[config.mk]
export PLATFORM = sky130hd
export DESIGN_NAME = spi_memory_burst_flat
export DESIGN_NICKNAME = d
export VERILOG_FILES = /design/src/rtl/spi_memory_burst_pkg.sv /design/src/rtl/spi_memory_burst_if.sv /design/src/rtl/spi_memory_burst_pin_sync.sv /design/src/rtl/spi_memory_burst.sv /design/src/flat_wrapper.sv
export SDC_FILE = /design/constraint.sdc
export NUM_CORES = 1
export LEC_CHECK = 0
export BUFFER_PORTS_ARGS = -buffer_cell sky130_fd_sc_hd__buf_2
export CORE_UTILIZATION = 40
export CTS_BUF_LIST = sky130_fd_sc_hd__clkbuf_4
export DETAILED_ROUTE_END_ITERATION = 12
export HOLD_SLACK_MARGIN = 0.08
export PLACE_DENSITY = 0.64
export RECOVER_POWER = 100
export SYNTH_ARGS = -nofsm -noshare
export SYNTH_HDL_FRONTEND = slang
export SYNTH_SLANG_ARGS = --single-unit
[constraint.sdc]
create_clock -name clk -period 3.89 [get_ports clk]
set_input_delay 0.1945 -clock clk [delete_from_list [all_inputs] [get_ports clk]]
set_output_delay 0.1945 -clock clk [all_outputs]
set_load 0.005 [all_outputs]
[src/rtl/spi_memory_burst_pkg.sv]
// spi_mem_pkg: shared definitions for the SPI burst memory.
//   - spi_state_e    : FSM state encodings (also driven out on the 4-bit state port)
//   - sample_on_rise : maps CPOL/CPHA to the SCLK edge on which MOSI is sampled
package spi_mem_pkg;

    typedef enum logic [3:0] {
        StIdle        = 4'd0,
        StGetAddr     = 4'd1,
        StReadLoad    = 4'd2,
        StReadXfer    = 4'd3,
        StWriteXfer   = 4'd4,
        StWriteCommit = 4'd5
    } spi_state_e;

    // Modes 0 and 3 sample on the rising SCLK edge, modes 1 and 2 on the falling edge.
    function automatic logic sample_on_rise(input logic cpol, input logic cpha);
        return ~(cpol ^ cpha);
    endfunction

endpackage

[src/rtl/spi_memory_burst_if.sv]
// spi_memory_burst_if: the SPI pin bundle between an external master and the memory.
//   sclk_pin, cs_pin (active-low), mosi_pin : master -> slave
//   miso_pin, miso_oe                       : slave -> master (oe high while read data driven)
interface spi_memory_burst_if;
    logic sclk_pin;
    logic cs_pin;
    logic mosi_pin;
    logic miso_pin;
    logic miso_oe;

    modport master (
        output sclk_pin,
        output cs_pin,
        output mosi_pin,
        input  miso_pin,
        input  miso_oe
    );

    modport slave (
        input  sclk_pin,
        input  cs_pin,
        input  mosi_pin,
        output miso_pin,
        output miso_oe
    );
endinterface

[src/rtl/spi_memory_burst_pin_sync.sv]
// spi_pin_sync: STAGES-flop synchroniser for one asynchronous pin plus a one-flop edge detector.
//   clk, reset : system clock, synchronous active-high reset
//   pin        : asynchronous input
//   level      : synchronised level
//   rise, fall : single-cycle pulses on a synchronised rising / falling edge
// The chain resets to 0 so a pin that is already low at reset release never yields a fall.
module spi_pin_sync #(
    parameter int unsigned STAGES = 2
) (
    input  logic clk,
    input  logic reset,
    input  logic pin,
    output logic level,
    output logic rise,
    output logic fall
);

    logic [STAGES-1:0] sync_q;
    logic              prev_q;

    always_ff @(posedge clk) begin
        if (reset) begin
            sync_q <= '0;
            prev_q <= 1'b0;
        end else begin
            sync_q <= {sync_q[STAGES-2:0], pin};
            prev_q <= sync_q[STAGES-1];
        end
    end

    assign level = sync_q[STAGES-1];
    assign rise  = level & ~prev_q;
    assign fall  = ~level & prev_q;

endmodule

[src/rtl/spi_memory_burst.sv]
// spi_memory_burst: SPI-slave access to a 2**ADDR_W x DATA_W memory with auto-incrementing bursts.
//   clk, reset   : system clock, synchronous active-high reset
//   spi          : SPI pin bundle (slave modport)
//   fault_inject : suppresses commits when built with SPI_MEM_FAULT_EN, otherwise ignored
//   dbg_data     : last word committed to memory
//   state        : current FSM state encoding
// Frame: CS fall, ADDR_W address bits MSB-first, R/W bit (1 = read), then data words until CS rise.
// Optional feature macro: SPI_MEM_FAULT_EN.
module spi_memory_burst
    import spi_mem_pkg::*;
#(
    parameter int unsigned ADDR_W      = 7,
    parameter int unsigned DATA_W      = 8,
    parameter bit          CPOL        = 1'b0,
    parameter bit          CPHA        = 1'b0,
    parameter int unsigned SYNC_STAGES = 2
) (
    input  logic              clk,
    input  logic              reset,
    spi_memory_burst_if.slave spi,
    input  logic              fault_inject,
    output logic [DATA_W-1:0] dbg_data,
    output logic [3:0]        state
);

    localparam int unsigned DEPTH       = 2 ** ADDR_W;
    localparam int unsigned CNT_W       = $clog2(ADDR_W + DATA_W + 1);
    localparam bit          SAMPLE_RISE = sample_on_rise(CPOL, CPHA);

    logic sclk_lvl_unused, sclk_rise, sclk_fall;
    logic cs_lvl, cs_rise, cs_fall;
    logic mosi_lvl, mosi_rise_unused, mosi_fall_unused;

    spi_pin_sync #(.STAGES(SYNC_STAGES)) u_sclk_sync (
        .clk   (clk),
        .reset (reset),
        .pin   (spi.sclk_pin),
        .level (sclk_lvl_unused),
        .rise  (sclk_rise),
        .fall  (sclk_fall)
    );

    spi_pin_sync #(.STAGES(SYNC_STAGES)) u_cs_sync (
        .clk   (clk),
        .reset (reset),
        .pin   (spi.cs_pin),
        .level (cs_lvl),
        .rise  (cs_rise),
        .fall  (cs_fall)
    );

    spi_pin_sync #(.STAGES(SYNC_STAGES)) u_mosi_sync (
        .clk   (clk),
        .reset (reset),
        .pin   (spi.mosi_pin),
        .level (mosi_lvl),
        .rise  (mosi_rise_unused),
        .fall  (mosi_fall_unused)
    );

    // SCLK edges only count while CS is (synchronously) low.
    logic samp, shift;
    assign samp  = (SAMPLE_RISE ? sclk_rise : sclk_fall) & ~cs_lvl;
    assign shift = (SAMPLE_RISE ? sclk_fall : sclk_rise) & ~cs_lvl;

    logic commit_en;
`ifdef SPI_MEM_FAULT_EN
    assign commit_en = ~fault_inject;
`else
    logic fault_inject_unused;
    assign fault_inject_unused = fault_inject;
    assign commit_en           = 1'b1;
`endif

    spi_state_e        state_q, state_d;
    logic [CNT_W-1:0]  cnt_q, cnt_d;
    logic [ADDR_W:0]   hdr_q, hdr_d;
    logic [ADDR_W-1:0] addr_q, addr_d;
    logic [DATA_W-1:0] shreg_q, shreg_d;
    logic [DATA_W-1:0] dbg_q, dbg_d;
    logic              first_q, first_d;
    logic              oe_q, oe_d;
    logic              mem_we;

    logic [DATA_W-1:0] mem [DEPTH];

    always_ff @(posedge clk) begin
        if (mem_we) begin
            mem[addr_q] <= shreg_q;
        end
    end

    always_ff @(posedge clk) begin
        if (reset) begin
            state_q <= StIdle;
            cnt_q   <= '0;
            hdr_q   <= '0;
            addr_q  <= '0;
            shreg_q <= '0;
            dbg_q   <= '0;
            first_q <= 1'b0;
            oe_q    <= 1'b0;
        end else begin
            state_q <= state_d;
            cnt_q   <= cnt_d;
            hdr_q   <= hdr_d;
            addr_q  <= addr_d;
            shreg_q <= shreg_d;
            dbg_q   <= dbg_d;
            first_q <= first_d;
            oe_q    <= oe_d;
        end
    end

    always_comb begin
        state_d = state_q;
        cnt_d   = cnt_q;
        hdr_d   = hdr_q;
        addr_d  = addr_q;
        shreg_d = shreg_q;
        dbg_d   = dbg_q;
        first_d = first_q;
        oe_d    = oe_q;
        mem_we  = 1'b0;

        case (state_q)
            StIdle: begin
                if (cs_fall) begin
                    state_d = StGetAddr;
                    cnt_d   = '0;
                end
            end
            StGetAddr: begin
                if (samp) begin
                    hdr_d = {hdr_q[ADDR_W-1:0], mosi_lvl};
                    if (cnt_q == CNT_W'(ADDR_W)) begin
                        cnt_d   = '0;
                        addr_d  = hdr_d[ADDR_W:1];
                        state_d = hdr_d[0] ? StReadLoad : StWriteXfer;
                    end else begin
                        cnt_d = cnt_q + 1'b1;
                    end
                end
            end
            StReadLoad: begin
                shreg_d = mem[addr_q];
                first_d = 1'b1;
                oe_d    = 1'b1;
                cnt_d   = '0;
                state_d = StReadXfer;
            end
            StReadXfer: begin
                // The MSB is already on MISO after the load, so the first shift edge keeps it.
                if (shift) begin
                    if (first_q) begin
                        first_d = 1'b0;
                    end else begin
                        shreg_d = {shreg_q[DATA_W-2:0], 1'b0};
                    end
                end
                if (samp) begin
                    if (cnt_q == CNT_W'(DATA_W - 1)) begin
                        cnt_d   = '0;
                        addr_d  = addr_q + 1'b1;
                        state_d = StReadLoad;
                    end else begin
                        cnt_d = cnt_q + 1'b1;
                    end
                end
            end
            StWriteXfer: begin
                if (samp) begin
                    shreg_d = {shreg_q[DATA_W-2:0], mosi_lvl};
                    if (cnt_q == CNT_W'(DATA_W - 1)) begin
                        cnt_d   = '0;
                        state_d = StWriteCommit;
                    end else begin
                        cnt_d = cnt_q + 1'b1;
                    end
                end
            end
            StWriteCommit: begin
                if (commit_en) begin
                    mem_we = 1'b1;
                    dbg_d  = shreg_q;
                end
                addr_d  = addr_q + 1'b1;
                state_d = StWriteXfer;
            end
            default: begin
                state_d = StIdle;
            end
        endcase

        // CS rise ends the frame from any state; a commit already under way still lands.
        if (cs_rise) begin
            state_d = StIdle;
            oe_d    = 1'b0;
            cnt_d   = '0;
        end
    end

    assign spi.miso_pin = oe_q & shreg_q[DATA_W-1];
    assign spi.miso_oe  = oe_q;
    assign dbg_data     = dbg_q;
    assign state        = state_q;

endmodule

[src/flat_wrapper.sv]
// flat-port wrapper written by rule: the top's interface ports become plain ports
module spi_memory_burst_flat import spi_mem_pkg::*;
#(
    parameter int unsigned ADDR_W      = 7,
    parameter int unsigned DATA_W      = 8,
    parameter bit          CPOL        = 1'b0,
    parameter bit          CPHA        = 1'b0,
    parameter int unsigned SYNC_STAGES = 2
)
  (clk, reset, fault_inject, dbg_data, state, spi_sclk_pin, spi_cs_pin, spi_mosi_pin, spi_miso_pin, spi_miso_oe);
  spi_memory_burst_if spi_i ();
  input  logic clk;
  input  logic reset;
  input  logic fault_inject;
  output logic [DATA_W-1:0] dbg_data;
  output logic [3:0] state;
  input wire logic [$bits(spi_i.sclk_pin)-1:0] spi_sclk_pin;
  input wire logic [$bits(spi_i.cs_pin)-1:0] spi_cs_pin;
  input wire logic [$bits(spi_i.mosi_pin)-1:0] spi_mosi_pin;
  output wire logic [$bits(spi_i.miso_pin)-1:0] spi_miso_pin;
  output wire logic [$bits(spi_i.miso_oe)-1:0] spi_miso_oe;
  assign spi_i.sclk_pin = spi_sclk_pin;
  assign spi_i.cs_pin = spi_cs_pin;
  assign spi_i.mosi_pin = spi_mosi_pin;
  assign spi_miso_pin = spi_i.miso_pin;
  assign spi_miso_oe = spi_i.miso_oe;
  spi_memory_burst #(.ADDR_W(ADDR_W), .DATA_W(DATA_W), .CPOL(CPOL), .CPHA(CPHA), .SYNC_STAGES(SYNC_STAGES)) u_core (.clk(clk), .reset(reset), .spi(spi_i), .fault_inject(fault_inject), .dbg_data(dbg_data), .state(state));
endmodule
==> Word level (Yosys, flattened, before mapping) <==
Memory sizes are Yosys's and may differ from the RTL's. A register that Yosys moved wholly into a read port is not among the register bits.
Cells that the tools add are included.
{ "word_totals": {"reg_bits": 48, "latch_bits": 0, "ram_bits": 1024, "rom_bits": 0, "inputBits": 6, "output_inout_bits": 14, "word_cells": 85, "n_memories": 1} }
{ "classes": {"add_sub_neg": 2, "mul": 0, "div_mod_pow": 0, "magnitude_cmp": 0, "eq_ne": 16, "shifts": 0, "mux": 29, "n_bitwise": 11, "reduce_logical": 13} }
{ "memory_table": {"columns": ["memory", "depth", "width", "rd", "rd_clocked_by_memory_dff", "wr", "line_no", "text"], "rows": [
  ["u_core.mem", 128, 8, 1, 1, 1, "spi_memory_burst.sv:85", "logic [DATA_W-1:0] mem [DEPTH];"]
]} }
{ "ops": {"columns": ["operator", "n"], "rows": [
  ["$mux W7", 6],
  ["$mux W4", 10],
  ["$mux W8", 3],
  ["$pmux W4 S6", 1],
  ["$pmux W8 S3", 1],
  ["$pmux W7 S3", 1],
  ["$ne A2 B1 Y1 const B", 9],
  ["$eq A4 B3 Y1 const B", 3],
  ["$pmux W4 S3", 1],
  ["$reduce_bool A3 Y1", 3],
  ["$eq A4 B2 Y1 const B", 2],
  ["$add A7 B1 Y7 const B", 1],
  ["$and A1 B1 Y1", 7],
  ["$reduce_and A7 Y1", 1],
  ["$reduce_and A5 Y1", 1],
  ["$add A4 B1 Y4 const B", 1],
  ["$eq A4 B1 Y1 const B", 1],
  ["$logic_not A4 Y1", 1],
  ["$mux W1", 4],
  ["$not A1 Y1", 4],
  ["$reduce_and A2 Y1", 2],
  ["$reduce_and A4 Y1", 1],
  ["$mux W3", 1],
  ["$reduce_and A3 Y1", 1],
  ["5 further kinds", 5]
]} }

==> Longest topological paths before layout <==
Gate-level depths: netlist (run 1).
{ "logic_depth": {"word_depth": 7, "ltp_mapped": 11, "ltp_nobuf": 7} }

==> By module <==
From an unflattened synthesis (run 1), not the netlist that was laid out.
{ "hier_totals": {"cells_unflattened": 2288, "area_unflattened_um2": 42672.2} }
{ "modules_own_cells": {"columns": ["module", "instances", "cells_each", "area_per_inst_um2", "seq_area_each_um2"], "rows": [
  ["spi_memory_burst", 1, 2264, 42398.2, 31670.4],
  ["spi_pin_sync", 3, 8, 91.3, 60.1]
]} }

==> Worst setup path before layout (run 1) <==
Ideal clock, no wire load.
{ "synth_timing": {"kind": "register to register", "from": "register u_core.state_q[1] (netlist: u_core.state[1])", "to": "memory u_core.mem[80][0], enable pin", "setup_time_ps": 395, "arrival_ps": 2298, "t_required_ps": 3495, "path_slack_ps": 1197, "path_stages_with_launch": 7, "n_path_buf": 2, "period_less_slack_ps": 2693, "path_cell_list": "dfxtp_1 clkbuf_1 nor2b_1 and2_1 clkbuf_1 nand3_1 nor4_1"} }
{ "synth_via": {"elab_chain_len": 4} }
{ "synth_rtl": {"columns": ["item", "line_no", "text"], "rows": [
  ["start, declared", "spi_memory_burst.sv:75", "spi_state_e state_q, state_d;"],
  ["start signal, assigned", "spi_memory_burst.sv:95", "state_q <= StIdle;"],
  ["start signal, assigned", "spi_memory_burst.sv:104", "state_q <= state_d;"],
  ["$eq A4 B3 Y1", "spi_memory_burst.sv:126", "case (state_q)"],
  ["$mux W1", "spi_memory_burst.sv:126", null],
  ["$mux W1", "spi_memory_burst.sv:88", "if (mem_we) begin"],
  ["$mux W1 (implied by the code)", "spi_memory_burst.sv:89", "mem[addr_q] <= shreg_q;"],
  ["end, declared", "spi_memory_burst.sv:85", null]
]} }
No other way between the ends.

==> Final worst setup path (run 1) <==
{ "layout_timing": {"from": "register u_core.state_q[2] (netlist: u_core.state[2])", "to": "memory u_core.mem[2][3], enable pin"} }
The elaborated chain is that of the path after synthesis.

==> results of run 1 <==
-- final cells by class --
cell class	instances	area, sq um
Fill cell	8850	56300
Sequential cell	1078	31900
Multi-Input combinational cell	875	9550
Clock buffer	400	3000
Tap cell	1380	1730
Timing Repair Buffer	154	1010
Clock inverter	63	279
Inverter	10	37.5
Antenna cell	7	17.5
-- state kept, by name (all words and copies together) (netlist names), 3 cells and up, named ones only --
signal           flops
u_core.addr_q        7
u_core.cnt_q         4
u_core.dbg_data      8
u_core.hdr_q         7
u_core.mem        1024
u_core.shreg_q       8
u_core.state         3
-- per-stage QoR --
| step | total power, mW | instances | instance area (sq um) | hold WS, ns |
|---|---|---|---|---|
| 2_1_floorplan | 12.8 | 2085 | 42000 | 0.323 |
| 3_3_place_gp | 12.8 | 3485 | 44400 | 0.412 |
| 3_5_place_dp | 12.8 | 3485 | 44400 | 0.426 |
| 4_1_cts | 21.9 | 3960 | 47800 | 0.461 |
| 5_1_grt | 22.5 | 3967 | 47500 | 0.479 |
| 6_report | 21.7 | 3967 | 47500 | 0.465 |
-- layout by cell type (no fill, tap or decap), drive strengths merged, types with 13 or more instances in the layout --
| cell type | n |
|---|---|
| nor2 | 182 |
| clkbuf | 482 |
| dfxtp | 54 |
| clkinv | 57 |
| nand2 | 87 |
| o21ai | 23 |
| mux4 | 277 |
| nand3 | 29 |
| a21oi | 33 |
| a22oi | 19 |
| o22ai | 13 |
| nor3 | 16 |
| edfxtp | 1024 |
| buf | 60 |
| inv | 15 |
| nor2b | 22 |
| mux2i | 37 |
-- worst paths after layout --
| path | start | to | slack [ns] | cells after the start |
|---|---|---|---|---|
| setup / recovery | u_core.state[2]$_SDFFE_PP0P_ | u_core.mem[2][3]$_DFFE_PP_ | 0.47 | 5 |
| hold / removal | u_core.u_mosi_sync.sync_q[0]$_SDFF_PP0_ | u_core.u_mosi_sync.sync_q[1]$_SDFF_PP0_ | 0.47 | 1 |
| setup reg to reg | u_core.state[2]$_SDFFE_PP0P_ | u_core.mem[2][3]$_DFFE_PP_ | 0.47 | 5 |
| hold reg to reg | u_core.u_mosi_sync.sync_q[0]$_SDFF_PP0_ | u_core.u_mosi_sync.sync_q[1]$_SDFF_PP0_ | 0.47 | 1 |
-- cells by family (layout without fill, tap and decap cells) --
logic type / count (synthesis) / in the layout / synth area share [%]
other: 1 / 8 / 0.00892
DFF: 1078 / 1078 / 75.7
buffers and inverters: 132 / 627 / 1.56
AOI/OAI and AO/OA: 159 / 159 / 2.60
muxes: 317 / 317 / 15.8
adders and majority gates: 2 / 2 / 0.0595
and+or+nand+nor: 396 / 396 / 4.24
-- per-layer routing --
metal  up-vias  global-route usage (%)  wire [microns]
met5         -                       0               0
met4         0                    8.02            3110
met3       223                    5.64            9720
met2      1153                    30.4           49100
met1     11560                    25.7           40700
li1       9412                       -               -
-- power groups by stage --
stage	clock [mW]	sequential [mW]	combinational, mW
finish	9.16	12.5	0.0342
detailed placement	0	12.7	0.0224
global placement	0	12.7	0.0213
floorplan	0	12.8	0.0162
global route	9.98	12.5	0.0365
CTS	9.38	12.5	0.0332
==> impl_metrics.yaml, run 1 <==
sta:
  slew_headroom_pct: -85.2
  final-setup-viol-count: 0
  tns_ns: 0
  finalCritPeriodShare_pct: 87.8
  final.setup.worst_slack_ns: 0.474
  fin_crit_ns: 3.42
  drv_slew: 555
  fmax_ghz: 0.293
  fin_skew_ns: 0.116
  rsz0062_at_grt: "false"
  tightest_slew_ns: 2.78
  finalHoldViolations: 0
clocking:
  clkLatencyLatePin_ns: 1.20
  ctsHoldBuffers: 12
  postCtsSetupRepairBufs: 0
  root_buffer: "clkbuf_4"
  path_clk_slew_ns: 0.07
  clkSinkCount: 1078
  cts_tree: "yes"
  numCtsBuffers: 286
  cts_buffer_depth: 4
  cts_resized: 0
  htree_levels: 5
setup_path:
  critPathSlowestCell: "or2_1"
  cp_top_family: "simple AND/OR/NAND/NOR gates"
  critPathMaxFanout: 14
  path_class: "register to register"
  cp_num_buf_inv: 1
  crit_chain: "nor2b_1 -> nand2_1 -> or2_1 -> nor2_1 -> clkbuf_1"
  cp-start-kind: "register"
  worstPathRequired_ns: 4.68
  cp.arrival_ns: 4.21
  end_kind: "register"
  slowest_delay_ns: 0.90
layout:
  drive_gt1_share_pct: 30.3
  final_nets: 2413
  fin_util_pct: 45.7
  area_growth_pct: 12.9
drt:
  first_iter_violations: 2480
  wl_per_cell_microns: 25.9
  drc_errors: 0
  routed_wl_microns: 103000
  drtPass1Iterations: 6
  viasPerCell: 5.63
  vias: 22348
  ant_nets: 0
run_status:
  status: "finished with violations"
  violations: "capacitance limit, slew limit"
power_and_ir_drop:
  p_int_mw: 17.3
  vdd_ir_drop_max_mv: 0.217
  powerDensity_nw_per_um2: 457
  combPwrFrac_pct: 0.2
  p_sw_share_pct: 20.3
  seq_power_share_pct: 57.6
  p_switching_mw: 4.41
  clkPwrFrac_pct: 42.2
  total_leakage_power_nw: 14.3
yosys:
  ys_ff_latch: 1078
  synth.most_common_cell: "edfxtp_1"
  seq_area_frac_synth_pct: 75.7
  synth_edf_count: 1024
  yosys-top-cells-count: "1024 x edfxtp_1, 277 x mux4_2, 182 x nor2_1, 87 x nand2_1, 57 x clkbuf_1"
  syn_area_per_cell_sq_um: 20.2
  synth_top_area_share_pct: 73.2
  async_flop_share_pct: 0
  synth_top_cell_by_area: "edfxtp_1"
  syn_nets: 2093
  syn_inst: 2085
  syn_area_sq_um: 42000
  synth-main-ff-cell: "edfxtp_1"
  ys_types: 61
  yosys-top-cells-area: "edfxtp_1 73%, mux4_2 15%, dfxtp_1 2.6%"
  yosysWarnings: 0
floorplan:
  die_w_microns: 326
  initial_core_util_pct: 40.5
  std_cell_rows: 118
  core_area_sq_um: 104000
  ioPinCount: 20
  die_h_microns: 326
  dieArea_sq_um: 106000
placed_design:
  hpwlAfterDp_microns: 61900
  io_buffers: 17
  dp_slack_ns: 0.654
  routabilityCongestion: 0.908
global_routing:
  overflow: 0
  grt_usage_pct: 19.5
  grt_antenna_before_repair: 3
  grt_pass1_wl_microns: 152000
  grt_max_degree: 103
  grt_pass1_vias: 23260
worst_hold_path:
  min_path_type: "register to register"
job:
  max_cap_viol_count: 10
Note: power is estimated with default switching activity, not from simulation.
==> run 2: changes to the inputs <==
--- a/config.mk
+++ b/config.mk
@@ -14,4 +14,5 @@
 export RECOVER_POWER = 100
 export SYNTH_ARGS = -nofsm -noshare
 export SYNTH_HDL_FRONTEND = slang
+export SYNTH_HIERARCHICAL = 1
 export SYNTH_SLANG_ARGS = --single-unit
==> run 2 against run 1 <==
  * The flow still finishes with violations (capacitance limit, slew limit)
  * Setup slack worse by 0.24 ns
  * Critical path depth grew 1
  * Clock power up 0.5%
  * Via count grew 4.8%
  * Global-route usage is 0.47 points higher
  * Design area grew 0.60%
  * Worst hold slack worse by 0.066 ns
  * Critical endpoint is now u_core/mem[33][6]$_DFFE_PP_
  * Sequential share of layout area shrank 0.42 points
  * Non-clock buffer count fell by 8
==> impl_metrics.yaml, run 2 <==
run_status:
  status: "finished with violations"
  violations: "capacitance limit, slew limit"
setup_path:
  cp_num_buf_inv: 2
  path_class: "register to register"
  critPathMaxFanout: 13
  end_kind: "register"
  cp-start-kind: "register"
  crit_top_cell: "clkbuf_1"
  crit_chain: "nor2b_1 -> nand2_1 -> or2_1 -> clkbuf_1 -> nor2_1 -> clkbuf_1"
  cp.arrival_ns: 4.40
  cp_top_family: "simple AND/OR/NAND/NOR gates"
  slowest_delay_ns: 0.86
  worstPathRequired_ns: 4.64
  critPathSlowestCell: "or2_1"
clocking:
  clkLatencyLatePin_ns: 1.14
  numCtsBuffers: 288
  postCtsSetupRepairBufs: 0
  ctsHoldBuffers: 11
  root_buffer: "clkbuf_4"
  cts_buffer_depth: 4
  path_clk_slew_ns: 0.07
  htree_levels: 5
  cts_tree: "yes"
  clkSinkCount: 1078
  cts_resized: 0
layout:
  final_common_cell: "edfxtp_1"
  stdcell_count: 4140
  largest_reg_flops: 1024
  area_growth_pct: 12.0
  final_nets: 2592
  nFillCells: 9101
  final_cell_mix: "1024 x edfxtp_1, 393 x clkbuf_4, 180 x nor2_1"
  top_register: "u_core/mem"
  drive_gt1_share_pct: 25.7
worst_hold_path:
  min_path_type: "input port to register"
power_and_ir_drop:
  clkPwrFrac_pct: 42.3
  p_switching_mw: 4.34
  power_mw: 21.7
  seq_power_share_pct: 57.5
  vdd_ir_drop_max_mv: 0.282
  total_leakage_power_nw: 14.6
  p_sw_share_pct: 20.0
  combPwrFrac_pct: 0.1
  p_int_mw: 17.4
  powerDensity_nw_per_um2: 455
floorplan:
  die_h_microns: 328
  core_area_sq_um: 105000
  dieArea_sq_um: 108000
  ioPinCount: 20
  std_cell_rows: 119
  die_w_microns: 328
  initial_core_util_pct: 40.4
yosys:
  syn_area_sq_um: 42600
  syn_area_per_cell_sq_um: 18.7
  yosysWarnings: 6
  syn_inst: 2284
  syn_nets: 2292
global_routing:
  globalRouteMet3Util_pct: 4.94
  grt_use_met1_pct: 26.3
  grt_max_degree: 92
  overflow: 0
  grt_usage_pct: 20.0
  grt_antenna_before_repair: 1
  grt_busiest_layer: "met2"
  grt_pass1_vias: 24320
  use_met2_pct: 31.8
  grt_pass1_wl_microns: 157000
drt:
  routed_wl_microns: 107000
  vias: 23415
  drtPass1Iterations: 6
  drc_errors: 0
  first_iter_violations: 2452
  wl_per_cell_microns: 25.8
  viasPerCell: 5.66
  ant_nets: 0
sta:
  tightest_slew_ns: 3.20
  final.setup.worst_slack_ns: 0.237
  finalCritPeriodShare_pct: 93.9
  tns_ns: 0
  drv_slew: 650
  final-setup-viol-count: 0
  rsz0062_at_grt: "false"
  fin_skew_ns: 0.114
  slew_headroom_pct: -113
  fin_crit_ns: 3.65
  finalHoldViolations: 0
  fmax_ghz: 0.274
placed_design:
  hpwlAfterDp_microns: 66400
  dp_cells: 3674
  dp_slack_ns: 0.649
  io_buffers: 17
  routabilityCongestion: 0.881
job:
  max_cap_viol_count: 11
-- run 2: path summary, 6_finish.rpt --
check | slack [ns] | startpoint | to | cells past startpoint
max | 0.24 | u_core/state[2]$_SDFFE_PP0P_ | u_core/mem[33][6]$_DFFE_PP_ | 6
min | 0.40 | reset | u_core/shreg_q[4]$_SDFFE_PP0P_ | 8
max reg2reg | 0.24 | u_core/state[2]$_SDFFE_PP0P_ | u_core/mem[33][6]$_DFFE_PP_ | 6
min reg2reg | 0.44 | u_core/u_sclk_sync/sync_q[0]$_SDFF_PP0_ | u_core/u_sclk_sync/sync_q[1]$_SDFF_PP0_ | 1
-- run 2: layout make-up --
class                   instances  area [sq um]  share of cell area (%)
well taps                    1391          1740                    3.64
flip-flops and latches       1078         31800                    66.7
clock buffers                 393          2950                    6.18
multi-input cells            1065          9840                    20.6
repair buffers                146          1020                    2.15
diodes                          5          12.5                  0.0262
clock inverters                57           328                   0.686
inverters                       5          18.8                  0.0393
-- run 2: layer usage --
layer / routed length, microns / share of wire [%]
met1: 42100 / 39
met2: 51500 / 48
met3: 9760 / 9.1
met4: 3440 / 3.2
met5: 163 / 0.15
-- run 2: tightest hold or removal path, cell delays in order --
cell,delay (ns)
dlygate4sd3_1,0.53
clkbuf_1,0.16
nor3_2,0.06
buf_4,0.18
o41ai_1,0.11
nor2_1,0.05
nand4_1,0.10
o21ai_1,0.07
-- run 2: through the flow --
| stage | utilization, % | cell area, sq um | hold slack (ns) |
|---|---|---|---|
| 2_1_floorplan | - | 42600 | 0.266 |
| 3_3_place_gp | 42.3 | 44600 | 0.413 |
| 3_5_place_dp | 42.3 | 44600 | 0.408 |
| 4_1_cts | 45.5 | 48000 | 0.201 |
| 5_1_grt | 45.3 | 47800 | 0.389 |
| 6_report | 45.3 | 47800 | 0.399 |
-- run 2: power by group through the flow --
stage | Clock, mW | Combinational (mW) | Sequential [mW]
3_3_place_gp | 0 | 0.0217 | 12.7
3_5_place_dp | 0 | 0.0224 | 12.7
2_1_floorplan | 0 | 0.0166 | 12.8
6_report | 9.21 | 0.0304 | 12.5
5_1_grt | 10.0 | 0.0333 | 12.5
4_1_cts | 9.47 | 0.0307 | 12.5
==> run 3: changes to the inputs <==
--- a/config.mk
+++ b/config.mk
@@ -12,6 +12,7 @@
 export HOLD_SLACK_MARGIN = 0.08
 export PLACE_DENSITY = 0.64
 export RECOVER_POWER = 100
+export REMOVE_ABC_BUFFERS = 1
 export SYNTH_ARGS = -nofsm -noshare
 export SYNTH_HDL_FRONTEND = slang
 export SYNTH_HIERARCHICAL = 1
==> run 3 against run 2 <==
  * The flow still finishes with violations (capacitance limit, slew limit)
  * Final cell count shrank 0.14%
  * Die area is the same
  * Clock skew shrank 0.032 ns
  * Worst hold slack lost 0.043 ns
  * Core utilization is essentially flat
  * First-iteration DRC count grew 15%
  * Register-to-register slack gained 0.099 ns
  * Via count grew 0.59%
  * Wire length grew 0.82%
  * Largest power group unchanged
  * Critical path depth shrank 2
==> impl_metrics.yaml, run 3 (synthesized netlist as in run 2, its figures left out) <==
power_and_ir_drop:
  vdd_ir_drop_max_mv: 0.247
  powerDensity_nw_per_um2: 459
  total_leakage_power_nw: 14.6
  power_mw: 21.9
drt:
  drtPass1Iterations: 5
  ant_nets: 0
  drc_errors: 0
  vias: 23552
  wl_per_cell_microns: 26.1
  routed_wl_microns: 108000
  viasPerCell: 5.70
  first_iter_violations: 2820
global_routing:
  overflow: 0
  grt_pass1_vias: 24046
  grt_max_degree: 89
  grt_pass1_wl_microns: 157000
  grt_usage_pct: 20.1
  grt_antenna_before_repair: 3
setup_path:
  r2r-start: "u_core/state[2]$_SDFFE_PP0P_"
  cp-start-kind: "register"
  end_kind: "register"
  worstPathRequired_ns: 4.58
  cp.arrival_ns: 4.24
  ff2ff_setup_slack_ns: 0.34
  reg2reg_to: "u_core/mem[41][3]$_DFFE_PP_"
  critPathMaxFanout: 14
  r2r_cells: 4
  path_class: "register to register"
clocking:
  clkLatencyLatePin_ns: 1.14
  numCtsBuffers: 287
  ctsHoldBuffers: 11
  cts_tree: "yes"
  root_buffer: "clkbuf_4"
  htree_levels: 5
  path_clk_slew_ns: 0.07
  cts_buffer_depth: 4
  postCtsSetupRepairBufs: 0
  clkSinkCount: 1078
  cts_resized: 0
floorplan:
  core_area_sq_um: 105000
  ioPinCount: 20
  die_w_microns: 328
  dieArea_sq_um: 108000
  std_cell_rows: 119
  initial_core_util_pct: 40.4
  die_h_microns: 328
placed_design:
  io_buffers: 17
  dp_cells: 3658
  hpwlAfterDp_microns: 66600
  routabilityCongestion: 0.880
layout:
  final_common_cell: "edfxtp_1"
  final_nets: 2575
  stdcell_count: 4134
  final_cell_mix: "1024 x edfxtp_1, 409 x clkbuf_4, 180 x nor2_1"
  largest_reg_flops: 1024
  top_register: "u_core/mem"
  area_growth_pct: 12.0
  drive_gt1_share_pct: 25.9
sta:
  finalHoldViolations: 0
  final-setup-viol-count: 0
  finalCritPeriodShare_pct: 91.4
  rsz0062_at_grt: "false"
  tns_ns: 0
  fmax_ghz: 0.281
  fin_skew_ns: 0.0812
  tightest_slew_ns: 2.42
  slew_headroom_pct: -61.5
  drv_slew: 511
  fin_crit_ns: 3.55
worst_hold_path:
  min_path_type: "input port to register"
  min_to: "u_core/shreg_q[5]$_SDFFE_PP0P_"
  hold_start: "reset"
  hold_depth: 7
run_status:
  status: "finished with violations"
  violations: "capacitance limit, slew limit"
job:
  max_cap_viol_count: 8
run 3: area by class of cell:
cell class / instances / area [sq um]
antenna: 4 / 10.0
clock buffer: 409 / 3070
clock inverter: 52 / 307
fill: 9059 / 57700
inverter: 5 / 18.8
multi-input combinational: 1065 / 9850
sequential: 1078 / 31900
tap: 1391 / 1740
timing repair buffer: 130 / 912
run 3: critical path, cell delays in order, from the launching register on:
cell     delay [ns]
dfxtp_1        0.55
nor2b_1        0.45
nand2_1        0.38
or2_1          0.85
nor2_1         0.86
run 3: layer usage:
metal  vias up  global-route usage (%)  part of all wire, %
met5         -                       0                    0
li1      10025                       -                    -
met3       229                    5.07                  8.7
met2      1150                    31.5                   48
met1     12148                    26.7                   40
met4         0                    8.79                  3.4
run 3: worst max path at each step:
stage                     slack [ns]  cells past startpoint                          from                        endpoint
after floorplan                -9.88                      6                      register  u_core/shreg_q[1]$_SDFFE_PP0P_
after global placement          0.71                      7                      register  u_core/shreg_q[1]$_SDFFE_PP0P_
after detailed placement        0.65                      4  u_core/state[2]$_SDFFE_PP0P_     u_core/mem[47][3]$_DFFE_PP_
after CTS                       0.57                      4  u_core/state[2]$_SDFFE_PP0P_     u_core/mem[47][1]$_DFFE_PP_
after global routing            0.21                      4  u_core/state[2]$_SDFFE_PP0P_     u_core/mem[41][2]$_DFFE_PP_
final                           0.34                      4  u_core/state[2]$_SDFFE_PP0P_     u_core/mem[41][3]$_DFFE_PP_
run 3: through the flow:
stage / area [sq um] / setup WS (ns) / hold WS (ns) / util (%)
after floorplan: 41700 / -9.88 / 0.264 / -
after global placement: 44500 / 0.708 / 0.403 / 42.2
after detailed placement: 44500 / 0.647 / 0.420 / 42.2
after CTS: 48000 / 0.573 / 0.147 / 45.5
after global routing: 47800 / 0.205 / 0.306 / 45.3
final: 47800 / 0.336 / 0.356 / 45.3
run 3: power breakdown:
part / total [mW] / leakage, nW / switching, mW / internal (mW)
clock network: 9.38 / 2.04 / 4.33 / 5.05
logic: 0.0303 / 2.78 / 0.0161 / 0.0142
registers: 12.5 / 9.75 / 0.00286 / 12.5
